### config.mk
export PLATFORM = sky130hd
export DESIGN_NAME = alu_issue_ctrl
export DESIGN_NICKNAME = d
export VERILOG_FILES = /design/src/rtl/alu_issue_pkg.sv /design/src/rtl/alu_issue_decode.sv /design/src/rtl/alu_issue_ctrl.sv
export SDC_FILE = /design/constraint.sdc
export NUM_CORES = 1
export LEC_CHECK = 0
export ABC_AREA = 1
export BUFFER_PORTS_ARGS = -buffer_cell sky130_fd_sc_hd__buf_4
export CAP_MARGIN = 10
export CORE_MARGIN = 4
export CORE_UTILIZATION = 49
export CTS_BUF_LIST = sky130_fd_sc_hd__clkbuf_4 sky130_fd_sc_hd__clkbuf_8
export DETAILED_ROUTE_END_ITERATION = 10
export PLACE_DENSITY = 0.77
export SYNTH_ARGS = -nofsm -noshare
export SYNTH_HDL_FRONTEND = slang
export SYNTH_HIERARCHICAL = 1
export SYNTH_SLANG_ARGS = --single-unit
### constraint.sdc
create_clock -name clk -period 8.7 [get_ports clk]
set_clock_uncertainty 0.2 [all_clocks]
set_input_delay 1.74 -clock clk [delete_from_list [all_inputs] [get_ports clk]]
set_output_delay 1.74 -clock clk [all_outputs]
set_load 0.02 [all_outputs]
### src/rtl/alu_issue_pkg.sv
// Shared encodings for the ALU issue controller and its instruction decoder.
package alu_issue_pkg;

    localparam int unsigned INSTR_W  = 32;
    localparam int unsigned ALU_OP_W = 4;
    localparam int unsigned SH_W     = 5;

    // Major opcodes (instr[31:26])
    localparam logic [5:0] OP_RTYPE = 6'h00;
    localparam logic [5:0] OP_BEQ   = 6'h04;
    localparam logic [5:0] OP_BNE   = 6'h05;
    localparam logic [5:0] OP_BGT   = 6'h06;
    localparam logic [5:0] OP_BGTE  = 6'h07;
    localparam logic [5:0] OP_ADDI  = 6'h08;
    localparam logic [5:0] OP_BLE   = 6'h0A;
    localparam logic [5:0] OP_BLEQ  = 6'h0B;

    // R-type function codes (instr[5:0])
    localparam logic [5:0] FN_SLL = 6'h00;
    localparam logic [5:0] FN_SRL = 6'h02;
    localparam logic [5:0] FN_ADD = 6'h20;
    localparam logic [5:0] FN_SUB = 6'h22;
    localparam logic [5:0] FN_AND = 6'h24;
    localparam logic [5:0] FN_OR  = 6'h25;
    localparam logic [5:0] FN_SLT = 6'h2A;

    // ALU opcodes
    localparam logic [3:0] ALU_ADD  = 4'd0;
    localparam logic [3:0] ALU_SUB  = 4'd1;
    localparam logic [3:0] ALU_AND  = 4'd2;
    localparam logic [3:0] ALU_OR   = 4'd3;
    localparam logic [3:0] ALU_SLL  = 4'd4;
    localparam logic [3:0] ALU_SRL  = 4'd5;
    localparam logic [3:0] ALU_SLT  = 4'd6;
    localparam logic [3:0] ALU_BEQ  = 4'd7;
    localparam logic [3:0] ALU_BNE  = 4'd8;
    localparam logic [3:0] ALU_BGT  = 4'd9;
    localparam logic [3:0] ALU_BGTE = 4'd10;
    localparam logic [3:0] ALU_BLE  = 4'd11;
    localparam logic [3:0] ALU_BLEQ = 4'd12;

    // Sequencer states
    localparam logic [1:0] ST_IDLE = 2'd0;
    localparam logic [1:0] ST_READ = 2'd1;
    localparam logic [1:0] ST_EXEC = 2'd2;
    localparam logic [1:0] ST_WB   = 2'd3;

    // Decoded control word
    typedef struct packed {
        logic [ALU_OP_W-1:0] alu_op;
        logic                use_imm;
        logic                wr_rt;
        logic                is_branch;
        logic                illegal;
    } dec_t;

endpackage

### src/rtl/alu_issue_decode.sv
// Combinational opcode/funct decode into ALU opcode and write-back/branch controls.
module alu_issue_decode
    import alu_issue_pkg::*;
(
    input  logic [5:0] op,
    input  logic [5:0] funct,
    output dec_t       dec_c
);

    // Map encodings to controls; anything unlisted is flagged illegal with alu_op 0.
    always_comb begin
        dec_c = '0;
        case (op)
            OP_RTYPE: begin
                case (funct)
                    FN_ADD:  dec_c.alu_op = ALU_ADD;
                    FN_SUB:  dec_c.alu_op = ALU_SUB;
                    FN_AND:  dec_c.alu_op = ALU_AND;
                    FN_OR:   dec_c.alu_op = ALU_OR;
                    FN_SLL:  dec_c.alu_op = ALU_SLL;
                    FN_SRL:  dec_c.alu_op = ALU_SRL;
                    FN_SLT:  dec_c.alu_op = ALU_SLT;
                    default: dec_c.illegal = 1'b1;
                endcase
            end
            OP_ADDI: begin
                dec_c.alu_op  = ALU_ADD;
                dec_c.use_imm = 1'b1;
                dec_c.wr_rt   = 1'b1;
            end
            OP_BEQ:  begin dec_c.alu_op = ALU_BEQ;  dec_c.is_branch = 1'b1; end
            OP_BNE:  begin dec_c.alu_op = ALU_BNE;  dec_c.is_branch = 1'b1; end
            OP_BGT:  begin dec_c.alu_op = ALU_BGT;  dec_c.is_branch = 1'b1; end
            OP_BGTE: begin dec_c.alu_op = ALU_BGTE; dec_c.is_branch = 1'b1; end
            OP_BLE:  begin dec_c.alu_op = ALU_BLE;  dec_c.is_branch = 1'b1; end
            OP_BLEQ: begin dec_c.alu_op = ALU_BLEQ; dec_c.is_branch = 1'b1; end
            default: dec_c.illegal = 1'b1;
        endcase
    end

endmodule

### src/rtl/alu_issue_ctrl.sv
// Four-cycle issue sequencer: accept, read operands, execute on the ALU, write back / resolve branch.
module alu_issue_ctrl
    import alu_issue_pkg::*;
#(
    parameter int unsigned XLEN  = 32,
    parameter int unsigned RF_AW = 5
) (
    input  logic                clk,
    input  logic                reset,
    input  logic                instr_valid,
    output logic                instr_ready,
    input  logic [INSTR_W-1:0]  instr,
    input  logic [XLEN-1:0]     instr_pc,
    output logic [RF_AW-1:0]    rf_raddr1,
    output logic [RF_AW-1:0]    rf_raddr2,
    input  logic [XLEN-1:0]     rf_rdata1,
    input  logic [XLEN-1:0]     rf_rdata2,
    output logic                rf_we,
    output logic [RF_AW-1:0]    rf_waddr,
    output logic [XLEN-1:0]     rf_wdata,
    output logic [XLEN-1:0]     alu_in1,
    output logic [XLEN-1:0]     alu_in2,
    output logic [SH_W-1:0]     alu_sh_amt,
    output logic [ALU_OP_W-1:0] alu_op,
    input  logic [XLEN-1:0]     alu_out,
    input  logic                alu_branch,
    output logic                br_valid,
    output logic                br_taken,
    output logic [XLEN-1:0]     br_target,
    output logic                done,
    output logic                illegal
);

    logic [1:0]         state;
    logic [1:0]         state_nxt;
    logic [INSTR_W-1:0] instr_q;
    logic [XLEN-1:0]    pc_q;
    logic [RF_AW-1:0]   raddr1_q;
    logic [RF_AW-1:0]   raddr2_q;
    dec_t               dec_c;
    logic               handshake_c;
    logic [XLEN-1:0]    imm_sext_c;
    logic [XLEN-1:0]    br_target_c;
    logic [RF_AW-1:0]   dest_c;

    alu_issue_decode u_decode (
        .op    (instr_q[31:26]),
        .funct (instr_q[5:0]),
        .dec_c (dec_c)
    );

    // Datapath helpers derived from the latched instruction.
    always_comb begin
        handshake_c = instr_valid & instr_ready;
        imm_sext_c  = XLEN'($signed(instr_q[15:0]));
        br_target_c = pc_q + XLEN'(4) + (imm_sext_c << 2);
        dest_c      = dec_c.wr_rt ? RF_AW'(instr_q[20:16]) : RF_AW'(instr_q[15:11]);
    end

    // Read addresses are presented during the accepting cycle so the synchronous RF
    // returns data in READ; afterwards the latched addresses are held.
    always_comb begin
        rf_raddr1 = raddr1_q;
        rf_raddr2 = raddr2_q;
        if ((state == ST_IDLE) && instr_valid && !reset) begin
            rf_raddr1 = RF_AW'(instr[25:21]);
            rf_raddr2 = RF_AW'(instr[20:16]);
        end
    end

    // State register.
    always_ff @(posedge clk or posedge reset) begin
        if (reset) state <= ST_IDLE;
        else       state <= state_nxt;
    end

    // Next-state: fixed one-cycle phases, only IDLE waits for an offer.
    always_comb begin
        state_nxt = state;
        case (state)
            ST_IDLE: if (handshake_c) state_nxt = ST_READ;
            ST_READ: state_nxt = ST_EXEC;
            ST_EXEC: state_nxt = ST_WB;
            ST_WB:   state_nxt = ST_IDLE;
            default: state_nxt = ST_IDLE;
        endcase
    end

    // Registered datapath and pulse outputs, updated per phase.
    always_ff @(posedge clk or posedge reset) begin
        if (reset) begin
            instr_ready <= 1'b1;
            instr_q     <= '0;
            pc_q        <= '0;
            raddr1_q    <= '0;
            raddr2_q    <= '0;
            rf_we       <= 1'b0;
            rf_waddr    <= '0;
            rf_wdata    <= '0;
            alu_in1     <= '0;
            alu_in2     <= '0;
            alu_sh_amt  <= '0;
            alu_op      <= '0;
            br_valid    <= 1'b0;
            br_taken    <= 1'b0;
            br_target   <= '0;
            done        <= 1'b0;
            illegal     <= 1'b0;
        end else begin
            rf_we    <= 1'b0;
            br_valid <= 1'b0;
            done     <= 1'b0;
            illegal  <= 1'b0;
            case (state)
                ST_IDLE: begin
                    if (handshake_c) begin
                        instr_q     <= instr;
                        pc_q        <= instr_pc;
                        raddr1_q    <= RF_AW'(instr[25:21]);
                        raddr2_q    <= RF_AW'(instr[20:16]);
                        instr_ready <= 1'b0;
                    end
                end
                ST_READ: begin
                    if (dec_c.illegal) begin
                        alu_op <= '0;
                    end else begin
                        alu_op     <= dec_c.alu_op;
                        alu_in1    <= rf_rdata1;
                        alu_in2    <= dec_c.use_imm ? imm_sext_c : rf_rdata2;
                        alu_sh_amt <= instr_q[10:6];
                    end
                end
                ST_EXEC: begin
                    done    <= 1'b1;
                    illegal <= dec_c.illegal;
                    if (!dec_c.illegal) begin
                        if (dec_c.is_branch) begin
                            br_valid  <= 1'b1;
                            br_taken  <= alu_branch;
                            br_target <= br_target_c;
                        end else begin
                            rf_we    <= (dest_c != '0);
                            rf_waddr <= dest_c;
                            rf_wdata <= alu_out;
                        end
                    end
                end
                ST_WB: begin
                    instr_ready <= 1'b1;
                end
                default: ;
            endcase
        end
    end

endmodule

Yosys cells after proc, flatten, opt, wreduce, memory -nomap -nowiden

Index checks and enable logic that the tools add are counted.

$add $sub $neg: 2
Equal/unequal tests: 17
Multiplexer cells: 23
Bitwise logic cells: 3
Reductions and logical operators: 16

Operators with widths:

| cell                                          | count |
|---|---|
| adder 32 x 3 -> 32 bit, second input constant | 1 |
| adder 32 bit                                  | 1 |
| two-way mux 32 bit                            | 1 |
| == test 6 bit, second input constant          | 5 |
| case mux 4 bit (7 select lines)               | 1 |
| == test 6 x 3 -> 1 bit, second input constant | 4 |
| == test 6 x 4 -> 1 bit, second input constant | 3 |
| case mux 3 bit (6 select lines)               | 1 |
| two-way mux 5 bit                             | 3 |
| OR reduction 7 bit                            | 2 |
| logical NOT 6 bit                             | 2 |
| two-way mux 1 bit                             | 11 |
| case mux 2 bit (4 select lines)               | 1 |
| == test 6 x 2 -> 1 bit, second input constant | 1 |
| AND reduction 2 bit                           | 3 |
| AND reduction 3 bit                           | 2 |
| OR reduction 6 bit                            | 1 |
| nonzero test 5 bit                            | 1 |
| == test 2 bit, second input constant          | 2 |
| two-way mux 2 bit                             | 2 |
| two-way mux 4 bit                             | 1 |
| case mux 1 bit (2 select lines)               | 2 |
| == test 2 x 1 -> 1 bit, second input constant | 1 |
| logical AND 1 bit                             | 2 |
| 6 further kinds                               | 7 |

Bits in registers: 224

Longest topological paths before layout

Gate-level depths: netlist of run 1.

Depth in word-level cells: 7
Mapped depth: 14

Hierarchy

Netlist of run 1, hierarchy kept.

By module, submodules not included:

| module           | times used | cells an instance | area an instance (um^2) |
|---|---|---|---|
| alu_issue_ctrl   | 1          | 1,220             | 10,860.4 |
| alu_issue_decode | 1          | 60                | 289.0 |

Least setup slack after synthesis of run 1

OpenSTA, ideal clock, no wires.

Path kind: in2out
Start point: input reset
End point: output rf_raddr1[0]
Data arrival time: 7.236 ns
Data required time: 6.760 ns
Slack: -0.476 ns
Cell stages on the path: 4
Buffers on the path: 1
Cells stage by stage: inv_1 -> nand2_1 -> clkbuf_1 -> o21ai_0

Word-level cells in the longest chain between the ends: 3

Ends and longest elaborated chain:

| what                        | line                 | RTL |
|---|---|---|
| start, declared             | alu_issue_ctrl.sv:9  | `input logic reset,` |
| logical NOT 1 bit (no line) | -                    |  |
| logical AND 1 bit           | alu_issue_ctrl.sv:65 | `if ((state == ST_IDLE) && instr_valid && !reset) begin` |
| two-way mux 5 bit           | alu_issue_ctrl.sv:65 |  |
| end, declared               | alu_issue_ctrl.sv:14 | `output logic [RF_AW-1:0] rf_raddr1,` |

No other way between the ends.

Worst setup path in the final report of run 1

Start point: input reset
End point: output rf_raddr2[2]

Word-level cells in the longest chain between the ends: 3

Ends and longest elaborated chain:

| what                        | line                 | RTL |
|---|---|---|
| logical NOT 1 bit (no line) | -                    |  |
| logical AND 1 bit           | alu_issue_ctrl.sv:65 |  |
| two-way mux 5 bit           | alu_issue_ctrl.sv:65 |  |
| end, declared               | alu_issue_ctrl.sv:15 | `output logic [RF_AW-1:0] rf_raddr2,` |

No other way between the ends.

==> metrics.md, run 1 <==
| Metric | Value |
|---|---|
| Power consumption | 2060 uW |
| CTS tree | built |
| # H-tree levels | 2 |
| Hold-fix buffers, CTS | 0 |
| Synthesized instance count | 1,280 |
| RePlAce Congestion | 0.917 |
| CP Class | in2out |
| Dpl hpwl | 24,700 um |
| Top cells by instance count after synthesis | 444 x nand2_1, 213 x dfrtp_1, 125 x inv_1, 83 x mux2_2, 75 x nor2_1 |
| Worst-Skew Late Latency | 0.54 ns |
| Wire length of the first global-routing pass | 51,600 um |
| Largest net degree at the start of global routing | 78 |
| CP Capture Type | output port |
| Worst-case clock buffer depth | 3 |
| CTS Buf Count | 37 |
| Final Util | 65.7% |
| Final antenna-violating net count | 0 |
| Clk sinks | 214 |
| Post-synth EDFFs | 0 |
| Top cell type's share of synthesized area | 47.8% |
| DR pass1 iterations | 6 |
| Fillers | 1,908 |
| Final TNS setup | 0 ns |
| Site row count | 54 |
| # port buffers | 321 |
| Post-route DRC | 0 |
| Final WL | 32,400 um |
| Horiz. Die Dim | 159 um |
| Post-Layout Cell Count | 1,905 |
| Layout area overhead | 30.3% |
| Starting density of the core | 50.5% |
| Diode count | 0 |
| Mapped Area | 11,100 um^2 |
| Die ar. | 25,200 um^2 |
| Worst-path fanout max | 20 |
| Ys async rst share | 100% |
| Final Hold Vio Count | 0 |
| Synth unique cells | 34 |
| Top cells by area, synth | dfrtp_1 48%, nand2_1 15%, mux2_2 8.4% |
| Register bit total from synthesis | 214 |
| Register area share after synthesis | 48.0% |
| Crit start category | input port |
| Via-per-instance ratio | 5.01 |
| Mean Syn Cell Area | 8.71 um^2 |
| Synth Flop Type | dfrtp_1 |
| Worst hold-check path type | reg2reg |
| Clock transition at path regs | 0.06 ns |
| Share of cells above drive strength 1 | 31.8% |
| Vias in the first global route | 9,814 |
| Worst Path Required | 6.76 ns |
| Post-Place Cells | 1,848 |
| Run status | completed |
| Total number of vias | 9,544 |
| Fin crit share | 57.9% |
| Synth Net Count | 1,506 |
| Power per cell area | 142 nW/um^2 |
| CTS Root Cell | clkbuf_8 |
| Routed len/inst | 17.0 um |
| Worst reg2reg setup slack | 5.50 ns |
| Minimum clock period | 5.03 ns |
| Peak VDD IR | 85.7 uV |
| IO Pins | 322 |
| F_max | 199 MHz |
| # Post-CTS Setup Buffers | 0 |
| Die Ht | 159 um |
| Fin nets | 1,833 |
| # setup viols final | 0 |
| Worst Path Arrival | 3.09 ns |
| Max-cap viol count | 0 |
| Cell taking the most area after synthesis | dfrtp_1 |
| Most frequent cell after synthesis | nand2_1 |
| Drt first-iter violations | 634 |
| Max transition margin | 18.2% |
| Core area | 22,100 um^2 |
| Final Max Slew Viols | 0 |
| GR Util All Layers | 25.2% |
| Warnings, synthesis | 6 |
| Grt total ovfl | 0 |
| CTS-repair resized insts | 0 |
| Antenna violations before repair | 1 |
| LEAKAGE | 0.00785 uW |
| Hold_ws | 0.277 ns |
| RSZ-0062 raised after global routing | false |
| Worst-margin pin slew | 1.23 ns |
[logic make-up (layout without fill, tap and decap cells)]
logic type / after synthesis / count (layout) / share of synthesized area (%)
simple gates: 617 / 617 / 23.7
fa+ha+maj: 62 / 62 / 7.03
flops: 214 / 214 / 48.0
xor+xnor: 13 / 13 / 1.02
mux: 87 / 87 / 8.74
compound gates: 117 / 117 / 5.40
buf+inv: 170 / 515 / 6.08
[critical path, stage by stage]
cell        delay (ns)
buf_4             0.09
clkinvlp_4        0.25
nand2_1           0.56
nand2_1           0.11
o21ai_0           0.13
buf_4             0.20
[area by class of cell]
| class | count | area, um^2 | share of cell area (%) |
|---|---|---|---|
| clock buffer | 53 | 661 | 4.55 |
| clock inverter | 4 | 80.1 | 0.551 |
| inverter | 130 | 492 | 3.39 |
| multi-input combinational | 896 | 5120 | 35.3 |
| sequential | 214 | 5360 | 36.9 |
| tap | 280 | 350 | 2.41 |
| timing repair buffer | 328 | 2460 | 17.0 |
[cell usage in the layout, fill, tap and decap left out, types with 2 or more instances in the layout]
| master | instances |
|---|---|
| nor2_4 | 8 |
| nand2_2 | 12 |
| clkbuf_8 | 42 |
| xnor2_1 | 11 |
| inv_2 | 5 |
| ha_1 | 61 |
| inv_1 | 124 |
| xor2_1 | 2 |
| nor2_1 | 74 |
| nand4_1 | 7 |
| nand3_2 | 7 |
| nand2_1 | 444 |
| clkbuf_4 | 11 |
| nand3b_1 | 9 |
| buf_4 | 328 |
| nand3b_4 | 4 |
| mux2_2 | 83 |
| o21ai_0 | 39 |
| dfrtp_1 | 213 |
| nand3_1 | 42 |
| nor2_2 | 8 |
| o21ai_1 | 7 |
| o21bai_1 | 2 |
| mux2i_1 | 4 |
| bufinv_16 | 2 |
| a21oi_1 | 65 |
[metal layers]
metal	wire [um]	track usage [%]	up-vias	part of all wire [%]
met4	937	7.73	2	2.9
li1	-	-	4715	-
met5	13	0	-	0.040
met3	2430	6.95	64	7.5
met2	15500	43.6	334	48
met1	13500	31.0	4429	42
[stage by stage]
step / cell area (um^2) / setup WS (ns)
6_report: 14500 / 3.67
5_1_grt: 14500 / 3.54
4_1_cts: 14500 / 3.65
3_5_place_dp: 13800 / 3.66
3_3_place_gp: 13800 / 3.75
2_1_floorplan: 11200 / 1.08
[state kept, by name (all words and copies together), names as in the netlist]
register     cells
rf_waddr         5
rf_wdata        32
br_taken         1
pc_q            32
instr_q         32
alu_in1         32
br_target       32
alu_op           4
state            2
instr_ready      1
alu_sh_amt       5
br_valid         1
rf_we            1
alu_in2         32
done             1
illegal          1
[report_power, final]
group          internal [uW]  switching (uW)
clock network            544             393
logic                   65.2            53.3
registers               1000            3.75
total                   1610             450
[final timing paths]
check                                  startpoint                       end  depth (start not counted)
min                           pc_q[0]$_DFFE_PP0P_  br_target[0]$_DFFE_PP0P_                          2
min in group asynchronous                   reset   alu_in1[30]$_DFFE_PP0P_                          2
min reg2reg                   pc_q[0]$_DFFE_PP0P_  br_target[0]$_DFFE_PP0P_                          2
max in group asynchronous                   reset      pc_q[31]$_DFFE_PP0P_                          3
max                                         reset              rf_raddr2[2]                          6
max reg2reg                instr_q[1]$_DFFE_PP0P_   alu_in2[24]$_DFFE_PP0P_                         13
Power figures use the tool's default switching activity.
==> run 2: changes to the inputs <==
==> constraint.sdc (replaced) <==
create_clock -name clk -period 4.4 [get_ports clk]
set_clock_uncertainty 0.2 [all_clocks]
set_input_delay 0.88 -clock clk [delete_from_list [all_inputs] [get_ports clk]]
set_output_delay 0.88 -clock clk [all_outputs]
set_load 0.02 [all_outputs]
==> run 2 against run 1 <==
Critical path depth rose by 2. Worst hold slack worse by 0.0050 ns. First-iteration DRC count increased by 8.8%. Routed wire length shrank 0.88%. Via count increased by 1.7%. Register-to-register slack got worse by 4.0 ns. Non-clock buffer count up 1. Die area stayed put. Sequential power up 97%. Largest cell class unchanged. Largest power group unchanged.
==> metrics.md, run 2 (synthesized netlist as in run 1, its figures left out) <==
| Metric | Value |
|---|---|
| Run status | completed |
| Worst Path Arrival | 2.29 ns (-0.80 ns) |
| Final Util | 65.8% (+0.091 points) |
| Via-per-instance ratio | 5.09 (+1.5%) |
| Dpl hpwl | 24,300 um (-1.8%) |
| # H-tree levels | 2 (unchanged) |
| Post-route DRC | 0 (unchanged) |
| Worst-case clock buffer depth | 3 (unchanged) |
| Minimum clock period | 3.37 ns |
| # port buffers | 321 (unchanged) |
| Most common cell after layout, fill and taps aside | nand2_1 |
| Register-to-Register Path Depth | 12 (-1) |
| Final Hold Vio Count | 0 (unchanged) |
| IO Pins | 322 (unchanged) |
| Post-Layout Cell Count | 1,908 (+0.16%) |
| # setup viols final | 0 (unchanged) |
| Grt total ovfl | 0 (unchanged) |
| Fin crit share | 76.5% |
| Max-cap viol count | 0 (unchanged) |
| Worst Path Required | 3.32 ns (-3.44 ns) |
| Peak VDD IR | 225 uV (+160%) |
| Starting density of the core | 50.5% (unchanged) |
| Fillers | 1,878 (-1.6%) |
| Worst-path fanout max | 20 (unchanged) |
| Crit start category | register |
| CP Capture Type | output port |
| Antenna violations before repair | 2 (+1) |
| Drt first-iter violations | 690 (+8.8%) |
| Clock transition at path regs | 0.06 ns (about the same) |
| Final WL | 32,100 um (-0.88%) |
| Routed len/inst | 16.8 um (-1.0%) |
| CTS-repair resized insts | 0 (unchanged) |
| Post-Place Cells | 1,849 (+0.054%) |
| Wire length of the first global-routing pass | 50,800 um (-1.5%) |
| GR Util All Layers | 24.6% (-0.63 points) |
| Worst hold path depth | 2 (unchanged) |
| Final antenna-violating net count | 0 (unchanged) |
| LEAKAGE | 0.00785 uW (about the same) |
| CP Class | reg2out |
| Site row count | 54 (unchanged) |
| Most frequent cells in the layout | 444 x nand2_1, 328 x buf_4, 213 x dfrtp_1 |
| Die Ht | 159 um (unchanged) |
| Horiz. Die Dim | 159 um (unchanged) |
| # Post-CTS Setup Buffers | 0 (unchanged) |
| Power per cell area | 280 nW/um^2 (+97%) |
| Die ar. | 25,200 um^2 (unchanged) |
| RSZ-0062 raised after global routing | false |
| Fin nets | 1,834 (+0.055%) |
| Worst-Skew Late Latency | 0.52 ns (-0.02 ns) |
| Share of cells above drive strength 1 | 31.8% (+0.084 points) |
| RePlAce Congestion | 0.961 (+4.8%) |
| Layout area overhead | 30.4% |
| Worst hold-check path type | reg2reg |
| Hold-fix buffers, CTS | 0 (unchanged) |
| Place WS | 1.26 ns (-2.40 ns) |
| Final setup margin | 1.03 ns (-2.63 ns) |
| Clk sinks | 214 (unchanged) |
| DR pass1 iterations | 5 (-1) |
| Total number of vias | 9,706 (+1.7%) |
| CTS tree | built |
| Core area | 22,100 um^2 (unchanged) |
| Final Max Slew Viols | 0 (unchanged) |
| F_max | 297 MHz |
| CTS Buf Count | 37 (unchanged) |
| Worst-margin pin slew | 1.05 ns (-0.175 ns) |
| CTS Root Cell | clkbuf_8 |
| Max transition margin | 29.8% (+12 points) |
| Vias in the first global route | 9,637 (-1.8%) |
| Largest net degree at the start of global routing | 169 (+120%) |
## run 2: cell count changes in the layout (fill, tap and decap cells not counted)
cell        before  now
diode_2          0    1
buf_12           0    1
bufinv_16        2    1
clkinvlp_4       1    2
inv_8            1    0
o21ai_0         39   29
clkinv_2         0    1
clkbuf_4        11    9
o21ai_1          7   17
clkbuf_8        42   45
## run 2: metal layers
layer  global-route usage (%)  up-vias  share of wire, %
met5                        0        -             0.062
met4                     8.09        2               3.1
met3                     6.22       63               7.5
met2                     41.0      364                47
met1                     31.7     4548                42
li1                         -     4729                 -
## run 2: power breakdown
part           switching (uW)  total (uW)  internal [uW]  leakage (uW)
registers                7.41        1990           1980       0.00256
clock network             788        1840           1050      0.000388
logic                     108         238            130       0.00491
## run 2: critical path, cell delays in order, from the launching register on
cell     delay (ns)
dfrtp_1        0.38
inv_1          0.09
ha_1           0.24
nand2_1        0.10
inv_2          0.06
nand2_1        0.49
nand2_1        0.12
o21ai_1        0.12
buf_4          0.18
## run 2: worst paths after layout
| path | start | to | slack [ns] |
|---|---|---|---|
| min reg2reg | pc_q[1]$_DFFE_PP0P_ | br_target[1]$_DFFE_PP0P_ | 0.27 |
| max | state[0]$_DFFE_PP0P_ | rf_raddr2[3] | 1.03 |
| max reg2reg | instr_q[5]$_DFFE_PP0P_ | alu_in2[30]$_DFFE_PP0P_ | 1.48 |
| min in group asynchronous | reset | br_target[20]$_DFFE_PP0P_ | 0.45 |
| min | pc_q[1]$_DFFE_PP0P_ | br_target[1]$_DFFE_PP0P_ | 0.27 |
| max in group asynchronous | reset | alu_in2[2]$_DFFE_PP0P_ | 2.17 |
## run 2: final cells by class
type	instances	area [um^2]	area share, %
flip-flops and latches	214	5360	36.8
clock inverters	4	51.3	0.353
clock buffers	54	687	4.72
repair buffers	329	2480	17.1
well taps	280	350	2.41
diodes	1	2.50	0.0172
inverters	130	492	3.38
multi-input cells	896	5120	35.2
## run 2: per-stage QoR
| stage | power, uW | TNS, ns | cell area (um^2) | hold WS [ns] |
|---|---|---|---|---|
| after floorplan | 2100 | -13.68 | 11200 | 0.236 |
| after global placement | 2260 | 0 | 13800 | 0.247 |
| after detailed placement | 2270 | 0 | 13800 | 0.265 |
| after CTS | 4130 | 0 | 14500 | 0.276 |
| after global routing | 4230 | 0 | 14500 | 0.302 |
| final | 4070 | 0 | 14500 | 0.273 |
